==> config.mk <==
export PLATFORM = sky130hd
export DESIGN_NAME = cdb_arbiter
export DESIGN_NICKNAME = d
export VERILOG_FILES = /design/src/rtl/cdb_arbiter.sv
export SDC_FILE = /design/constraint.sdc
export NUM_CORES = 1
export LEC_CHECK = 0
export ABC_AREA = 1
export CAP_MARGIN = 40
export CORE_MARGIN = 2
export CORE_UTILIZATION = 38
export DETAILED_ROUTE_END_ITERATION = 12
export GPL_TIMING_DRIVEN = 0
export PLACE_DENSITY_LB_ADDON = 0.25
export SLEW_MARGIN = 25
export SYNTH_ARGS = -nofsm -noshare
export SYNTH_HDL_FRONTEND = slang
export SYNTH_SLANG_ARGS = --single-unit
==> constraint.sdc <==
create_clock -name clk -period 2.4 [get_ports clk]
set_input_delay 0.36 -clock clk [delete_from_list [all_inputs] [get_ports clk]]
set_output_delay 0.36 -clock clk [all_outputs]
set_load 0.05 [all_outputs]
==> src/rtl/cdb_arbiter.sv <==
// ---------------------------------------------------------------------------
// cdb_arbiter
//
// Purpose: owns the common data bus. Each cycle it picks one eligible
// reservation-station requester using round-robin priority. The requester
// gets a combinational grant. The winning tag and result are registered and
// broadcast to every station and to the register file on the following cycle.
//
// Ports:
//   clk         clock
//   rst         synchronous, active-high reset (wins over all other inputs)
//   flush       pipeline flush: no grant this cycle, and the pending broadcast
//               is cancelled at the next edge
//   req_valid   [NUM_REQ]         requester i presents a finished result
//   req_index   [NUM_REQ*LOCK_W]  flat, slice i = tag of requester i
//   req_result  [NUM_REQ*DATA_W]  flat, slice i = result of requester i
//   grnt        [NUM_REQ]         one-hot or zero, combinational grant
//   cdb_valid                     registered broadcast valid
//   cdb_index   [LOCK_W]          registered broadcast tag (`Reg_No_Lock when idle)
//   cdb_result  [DATA_W]          registered broadcast data (holds when idle)
//
// Optional build macro CDB_PERF_CNT_EN adds two outputs:
//   perf_bcast_cnt    [32]  posedges that carried a grant
//   perf_conflict_cnt [32]  posedges with more than one eligible requester
//                           and no flush
// Both counters saturate, reset to 0, and hold during flush.
// ---------------------------------------------------------------------------

`ifndef Reg_Lock_Width
`define Reg_Lock_Width 5
`endif
`ifndef Data_Width
`define Data_Width 32
`endif
`ifndef Reg_No_Lock
`define Reg_No_Lock {`Reg_Lock_Width{1'b1}}
`endif

module cdb_arbiter #(
  parameter int NUM_REQ = 4,
  parameter int LOCK_W  = `Reg_Lock_Width,
  parameter int DATA_W  = `Data_Width,
  parameter int PTR_W   = (NUM_REQ > 1) ? $clog2(NUM_REQ) : 1
) (
  input  logic                       clk,
  input  logic                       rst,
  input  logic                       flush,
  input  logic [NUM_REQ-1:0]         req_valid,
  input  logic [NUM_REQ*LOCK_W-1:0]  req_index,
  input  logic [NUM_REQ*DATA_W-1:0]  req_result,
  output logic [NUM_REQ-1:0]         grnt,
  output logic                       cdb_valid,
  output logic [LOCK_W-1:0]          cdb_index,
  output logic [DATA_W-1:0]          cdb_result
`ifdef CDB_PERF_CNT_EN
  ,
  output logic [31:0]                perf_bcast_cnt,
  output logic [31:0]                perf_conflict_cnt
`endif
);

  localparam logic [LOCK_W-1:0] NO_LOCK = LOCK_W'(`Reg_No_Lock);

  // Unpacked views of the flat request buses.
  logic [LOCK_W-1:0] tag_v [NUM_REQ];
  logic [DATA_W-1:0] res_v [NUM_REQ];
  logic [NUM_REQ-1:0] eligible;

  for (genvar gi = 0; gi < NUM_REQ; gi++) begin : g_req
    assign tag_v[gi]    = req_index[gi*LOCK_W +: LOCK_W];
    assign res_v[gi]    = req_result[gi*DATA_W +: DATA_W];
    // A request carrying the no-lock tag has nothing to wake up, so it is
    // never granted.
    assign eligible[gi] = req_valid[gi] && (tag_v[gi] != NO_LOCK);
  end

  logic [PTR_W-1:0]  ptr_q, ptr_d;
  logic              cdb_valid_q, cdb_valid_d;
  logic [LOCK_W-1:0] cdb_index_q, cdb_index_d;
  logic [DATA_W-1:0] cdb_result_q, cdb_result_d;

  logic [PTR_W-1:0]  winner;
  logic              found;
  logic              grant_any;

  // Round-robin search starting at ptr_q. The loop runs from the farthest
  // offset down to offset 0, so the last hit (the closest to ptr_q) is kept.
  always_comb begin
    int idx;
    winner = '0;
    found  = 1'b0;
    idx    = 0;
    for (int k = NUM_REQ - 1; k >= 0; k--) begin
      idx = int'(ptr_q) + k;
      if (idx >= NUM_REQ) idx = idx - NUM_REQ;
      if (eligible[PTR_W'(idx)]) begin
        winner = PTR_W'(idx);
        found  = 1'b1;
      end
    end
  end

  assign grant_any = found && !flush && !rst;

  always_comb begin
    grnt = '0;
    if (grant_any) grnt[winner] = 1'b1;
  end

  // Next-state for the pointer and the broadcast register. A flush never
  // produces a grant, so it falls into the idle branch. That branch cancels
  // any broadcast that is currently showing.
  always_comb begin
    ptr_d        = ptr_q;
    cdb_valid_d  = 1'b0;
    cdb_index_d  = NO_LOCK;
    cdb_result_d = cdb_result_q;
    if (grant_any) begin
      cdb_valid_d  = 1'b1;
      cdb_index_d  = tag_v[winner];
      cdb_result_d = res_v[winner];
      ptr_d        = (winner == PTR_W'(NUM_REQ - 1)) ? '0 : winner + 1'b1;
    end
  end

  always_ff @(posedge clk) begin
    if (rst) begin
      ptr_q        <= '0;
      cdb_valid_q  <= 1'b0;
      cdb_index_q  <= NO_LOCK;
      cdb_result_q <= '0;
    end else begin
      ptr_q        <= ptr_d;
      cdb_valid_q  <= cdb_valid_d;
      cdb_index_q  <= cdb_index_d;
      cdb_result_q <= cdb_result_d;
    end
  end

  assign cdb_valid  = cdb_valid_q;
  assign cdb_index  = cdb_index_q;
  assign cdb_result = cdb_result_q;

`ifdef CDB_PERF_CNT_EN
  logic [31:0] bcast_cnt_q, bcast_cnt_d;
  logic [31:0] conflict_cnt_q, conflict_cnt_d;
  logic        multi_eligible;

  // More than one bit set: clearing the lowest set bit leaves something behind.
  assign multi_eligible = (eligible & (eligible - 1'b1)) != '0;

  always_comb begin
    bcast_cnt_d    = bcast_cnt_q;
    conflict_cnt_d = conflict_cnt_q;
    if (grant_any && !(&bcast_cnt_q))
      bcast_cnt_d = bcast_cnt_q + 32'd1;
    if (multi_eligible && !flush && !(&conflict_cnt_q))
      conflict_cnt_d = conflict_cnt_q + 32'd1;
  end

  always_ff @(posedge clk) begin
    if (rst) begin
      bcast_cnt_q    <= '0;
      conflict_cnt_q <= '0;
    end else begin
      bcast_cnt_q    <= bcast_cnt_d;
      conflict_cnt_q <= conflict_cnt_d;
    end
  end

  assign perf_bcast_cnt    = bcast_cnt_q;
  assign perf_conflict_cnt = conflict_cnt_q;
`endif

endmodule

==> results of run 1 <==
layer usage:
layer / vias to the layer above / share of wire, % / routed length, um / global-route usage [%]
met5: - / 0 / 0 / 0
met4: 0 / 3.1 / 412 / 10.0
met3: 38 / 7.6 / 1020 / 5.48
met2: 229 / 50 / 6700 / 50.8
met1: 2070 / 39 / 5270 / 31.1
li1: 2272 / - / - / -
area by class of cell:
type                            instances  area (sq um)  area share [%]
Timing Repair Buffer                  228          2180            37.1
Multi-Input combinational cell        441          2230            38.0
Clock inverter                          2          13.8           0.235
Sequential cell                        40           806            13.7
Inverter                               47           194            3.31
Clock buffer                            6          82.6            1.41
Buffer                                 35           230            3.92
Tap cell                              105           131            2.24
how the worst max path moves through the flow:
stage / from / to / slack (ps) / depth (start not counted)
after CTS: ptr_q[0] / grnt[2] / 0.4 / 12
after global placement: req_index[10] / grnt[3] / -1060 / 16
after floorplan: req_index[4] / grnt[3] / 10 / 14
after detailed placement: req_index[10] / grnt[3] / -1060 / 16
after global routing: req_index[9] / grnt[1] / -150 / 16
final: req_index[8] / grnt[1] / -50 / 16
worst max-delay path, stage by stage:
cell and delay [ps]:
clkdlybuf4s15_1 200, nand2_1 100, nor2_2 50, nand2_2 80, nand3_2 90, nand2_2 100, nand2_2 80, nand2_4 100
inv_4 50, nand2_2 50, nand2_2 70, nand2_4 100, nand2_8 90, buf_12 140, nor3_4 220, buf_6 190
state kept, by name (all words and copies together), names as in the netlist:
name and flops:
cdb_result 32, cdb_index 5, ptr_q 2, cdb_valid 1
power by group through the flow:
stage | combinational, mW | clock (mW) | sequential [mW]
floorplan | 3.10 | 0 | 1.76
global placement | 5.40 | 0 | 1.02
detailed placement | 5.48 | 0 | 1.03
CTS | 5.95 | 0.496 | 1.02
global route | 6.78 | 0.522 | 1.08
finish | 6.27 | 0.488 | 1.05
kinds of logic after synthesis:
| logic type | count (synthesis) | share of synthesized area (%) |
|---|---|---|
| flops | 40 | 25.0 |
| simple gates | 416 | 58.4 |
| buf+inv | 84 | 12.2 |
| compound gates | 24 | 3.87 |
| xor+xnor | 1 | 0.508 |
metrics by stage:
step	hold WS (ps)	util, %	setup TNS (ps)	worst slack, ps	power (mW)
floorplan	475	-	0	10.7	4.86
global placement	458	64.9	-10100	-1060	6.42
detailed placement	464	64.9	-11840	-1060	6.51
CTS	448	69.5	0	0.360	7.46
global route	340	71.8	-500	-151	8.38
finish	335	71.8	-50.0	-50.0	7.81
repair_timing:
item	CTS	global route
endpoints found under the setup margin	4	14
gates resized for setup	92	54
pin swaps	23	23
setup buffers	24	8
hold endpoints to repair	0	0
layout by cell type, fill, tap and decap left out, types with 8 or more instances in the layout:
| cell | n |
|---|---|
| nor2_1 | 39 |
| clkdlybuf4s50_1 | 168 |
| inv_1 | 36 |
| clkdlybuf4s15_1 | 9 |
| dfxtp_1 | 38 |
| nand3_1 | 98 |
| buf_4 | 34 |
| nand4_1 | 9 |
| o21ai_0 | 14 |
| nand2_4 | 11 |
| nand2_1 | 198 |
| nand3b_1 | 30 |
| dlygate4sd2_1 | 11 |
| nand2_2 | 15 |
| clkbuf_1 | 9 |
| nand3_2 | 8 |
| buf_2 | 15 |
==> run metrics, run 1 <==
run status=finished, violations left; failing checks=setup timing; Int Power=3.46 mW; drt wl/cell=14.8 um; vias in the first global route=4,388; via count=4,609; clock-pin slew on the worst setup and hold paths=80 ps; Root Buffer=clkbuf_8; Worst EP arrival=2090 ps; worst min path class=in -> reg; initial cell density of the core=39.2%; synth top area cells=nand2_1, dfxtp_1, nand3_1, nand3b_1, nor2_1; H-tree Lvls=2; biggest area consumer among synthesized cells=nand2_1; synth warn=0; Yosys cell types=25; fin. max-slew vios=0; n_diodes=0; register area share after synthesis=25.0%; crit end category=output pin; startpoint types=input pin; Avg Inst Size Synth=5.67 sq um; deepest clock path buffer count=2; DP Cell Count=866; post-route ant nets=0; setup violators final=1; Clk pwr share=6.2%; Clock Sinks=40; Worst-Margin Slew=549 ps; Net Count, Synth=720; number of port buffers=196; post-route cell area=0.00587 sq mm; Final nets=953; Hold EP=cdb_index[1]; LEAKAGE=2.84 nW; Fin Clk Skew=6.16 ps; die width=95.8 um; power share of the combinational group=80.3%; Die ar.=0.00918 sq mm; Overflow after GRT=0; CTS tree=done; cells on worst reg2reg path=12; largest net degree at the start of global routing=14; maximum clock rate=0.408 GHz; initial DRC count=184; Final Hold Vio Count=0; ratio of cells with drive above 1 in the final layout=16.1%; RSZ-0062 raised after global routing=yes; core footprint=0.00818 sq mm; Post-synth top flop=dfxtp_1; total CTS buffers=5; Final period util=102%; gp weighted congestion=0.839; Post-Synthesis Cells=565; max-cap violation count=0; first-pass iteration count of the detailed router=6; # DRC=0; Hold Path Origin=req_index[11]; R2R setup slack=130 ps; fraction of registers with async set/reset=0%; relative slew slack=63.3%; R2R Path End=cdb_index[2]; Skew-Pair Late Insertion Delay=290 ps; vias per inst=5.10; die height=95.8 um; initial antenna violation count=0; critical-path maximum fanout=7; routed wire length=13.4 mm; Net Sw Frac=55.7%; non-filler cells, final=904; Synth top area share=25.7%; flip-flop and latch count after synthesis=40; GRT Total Usage=27.5%; Fillers=692; Power Density=1330 mW/mm^2; Peak VDD IR=0.775 mV; Hold Buf Count CTS=0; Sequential Power Share=13.5%; placed instance area=0.00531 sq mm; Commonest cells post-synth=nand2_1, nand3_1, nor2_1; WS Path Type=in -> out; Syn Std Cell Area=0.00320 sq mm; switching pwr=4.35 mW; EDFF count, synth=0; wire length of the first global-routing pass=19.8 mm; io pins=197; area grow syn2layout=83.2%; Min Clock Period, post-route=2450 ps; Hold Path Depth=3; final worst-path setup slack=-50.0 ps; worst r2r src=ptr_q[0]; Cell Rows=33; most common cell in the netlist=nand2_1; dpl hpwl=9.64 mm; Required @ worst endpoint=2040 ps
(Power assumes the default switching activity.)
==> run 2, diff against run 1 <==
--- a/config.mk
+++ b/config.mk
@@ -11,8 +11,8 @@
 export CORE_UTILIZATION = 38
 export DETAILED_ROUTE_END_ITERATION = 12
 export GPL_TIMING_DRIVEN = 0
-export PLACE_DENSITY_LB_ADDON = 0.25
-export SLEW_MARGIN = 25
+export PLACE_DENSITY = 0.89
+export SLEW_MARGIN = 20
 export SYNTH_ARGS = -nofsm -noshare
 export SYNTH_HDL_FRONTEND = slang
 export SYNTH_SLANG_ARGS = --single-unit
==> run 2 against run 1 <==
The run still ends with setup timing left; hold slack got worse by 6.1 ps; non-clock buffer count shrank 14; total power fell by 0.43%; critical path depth did not move; cell area down 2.2%; largest power group unchanged; highest routed layer unchanged.
==> run metrics, run 2 (synthesis results as in run 1) <==
run status=finished, violations left; failing checks=setup timing; Final Hold Vio Count=0; # DRC=0; Pwr Total=7.78 mW; commonest cells after routing, fill and taps aside=nand2_1, clkdlybuf4s50_1, nand3_1; Final period util=102%; worst min path class=in -> reg; io pins=197; deepest clock path buffer count=2; via count=4,548; RSZ-0062 raised after global routing=yes; R2R setup slack=160 ps; max-cap violation count=0; crit end category=output pin; commonest non-fill, non-tap cell in the layout=nand2_1; GR Util met3=5.64%; initial antenna violation count=0; Worst-Margin Slew=572 ps; slowest stage cell, crit path=dlygate4sd2_1; Overflow after GRT=0; number of port buffers=196; Cell Rows=33; dpl hpwl=9.93 mm; GR Util met1=30.8%; LEAKAGE=2.77 nW; die width=95.8 um; number of flip-flops in the largest register=32; Worst EP arrival=2080 ps; WS Path Type=in -> out; Placement Setup Slack=-1070 ps; Fin Clk Skew=3.55 ps; Power Density=1360 mW/mm^2; n_diodes=0; die height=95.8 um; Skew-Pair Late Insertion Delay=290 ps; CTS tree=done; non-filler cells, final=890; worst setup path start=req_index[10]; Min Clock Period, post-route=2440 ps; worst path cell trace=dlygate4sd2_1, nand2_1, nor2_1, nand2_1, nand3_2, nand2_2, nand2_4, nand2_1, nand3_1, nand2_2, nand2_4, inv_6, buf_8, nand2_4, nor2_4, buf_6; Worst Setup EP=grnt[2]; maximum clock rate=0.410 GHz; startpoint types=input pin; critical-path maximum fanout=7; setup violators final=4; vias in the first global route=4,492; Die ar.=0.00918 sq mm; gp weighted congestion=0.900; initial DRC count=204; clock-pin slew on the worst setup and hold paths=90 ps; met2 usage=52.6%; Root Buffer=clkbuf_8; cells on worst reg2reg path=15; Hold Buf Count CTS=0; gr busiest metal=met2; Required @ worst endpoint=2040 ps; ratio of cells with drive above 1 in the final layout=13.2%; DP Cell Count=866; drt wl/cell=15.0 um; wire length of the first global-routing pass=20.0 mm; core footprint=0.00818 sq mm; R2R Path End=cdb_result[6]; largest net degree at the start of global routing=14; worst r2r src=ptr_q[0]; fin. max-slew vios=0; first-pass iteration count of the detailed router=5; Peak VDD IR=0.716 mV; Clock Sinks=40; WHS=329 ps; routed wire length=13.4 mm; final worst-path setup slack=-37.3 ps; initial cell density of the core=39.2%; area grow syn2layout=79.2%; total CTS buffers=5; relative slew slack=61.8%; max incr delay on CP=260 ps; GRT Total Usage=28.0%; vias per inst=5.11; post-route ant nets=0; Final nets=939; Fillers=691; H-tree Lvls=2
run 2: cell count changes in the layout (fill, tap and decap cells not counted), moves of 2 or more:
cell / before / now
nor2_1: 39 / 41
dlygate4sd2_1: 11 / 19
nor2_2: 2 / 0
clkbuf_2: 4 / 1
clkdlybuf4s15_1: 9 / 4
inv_2: 6 / 3
inv_1: 36 / 39
nand3_2: 8 / 6
buf_4: 34 / 20
nand3_1: 98 / 100
run 2: timing repair:
item                       4_1_cts  5_1_grt
buffers inserted                13        5
pin swaps                       22       19
setup endpoints to repair        5        7
gates resized for setup         87       41
run 2: how the worst min path moves through the flow:
stage | start | to | slack [ps] | cells after the start
floorplan | req_index[18] | cdb_index[3] | 470 | 2
CTS | req_index[18] | cdb_index[3] | 420 | 3
detailed placement | cdb_result[0] | cdb_result[0] | 460 | 2
global placement | cdb_result[17] | cdb_result[17] | 460 | 2
finish | req_index[17] | cdb_index[2] | 330 | 3
global route | req_index[17] | cdb_index[2] | 350 | 3
run 2: layout make-up:
class / instances / area, sq um / share of cell area (%)
inverter: 47 / 196 / 3.42
buffer: 35 / 230 / 4.01
clock buffer: 5 / 68.8 / 1.20
timing repair buffer: 214 / 2070 / 36.1
multi-input combinational: 441 / 2210 / 38.6
sequential: 40 / 806 / 14.0
tap: 105 / 131 / 2.29
clock inverter: 3 / 18.8 / 0.327
run 2: where the power goes:
part / internal (mW) / switching [mW]
Clock: 0.203 / 0.255
Combinational: 2.30 / 3.97
Sequential: 0.902 / 0.154
run 2: metrics by stage:
step / util, % / area (sq um) / setup TNS (ps)
2_1_floorplan: - / 3210 / 0
4_1_cts: 68.3 / 5580 / 0
3_3_place_gp: 64.9 / 5310 / -10150
3_5_place_dp: 64.9 / 5310 / -12220
5_1_grt: 70.2 / 5740 / -561
6_report: 70.2 / 5740 / -82.2
run 2: critical path, delay by kind of cell:
kind / cells / cell delay (ps)
buffers and inverters: 4 / 650
and+or+nand+nor: 12 / 1060
run 2: routing by layer:
metal | share of wire [%] | vias to the layer above
met5 | 0 | -
met4 | 3.0 | 0
met3 | 8.0 | 45
met2 | 50 | 218
met1 | 39 | 2041
li1 | - | 2244
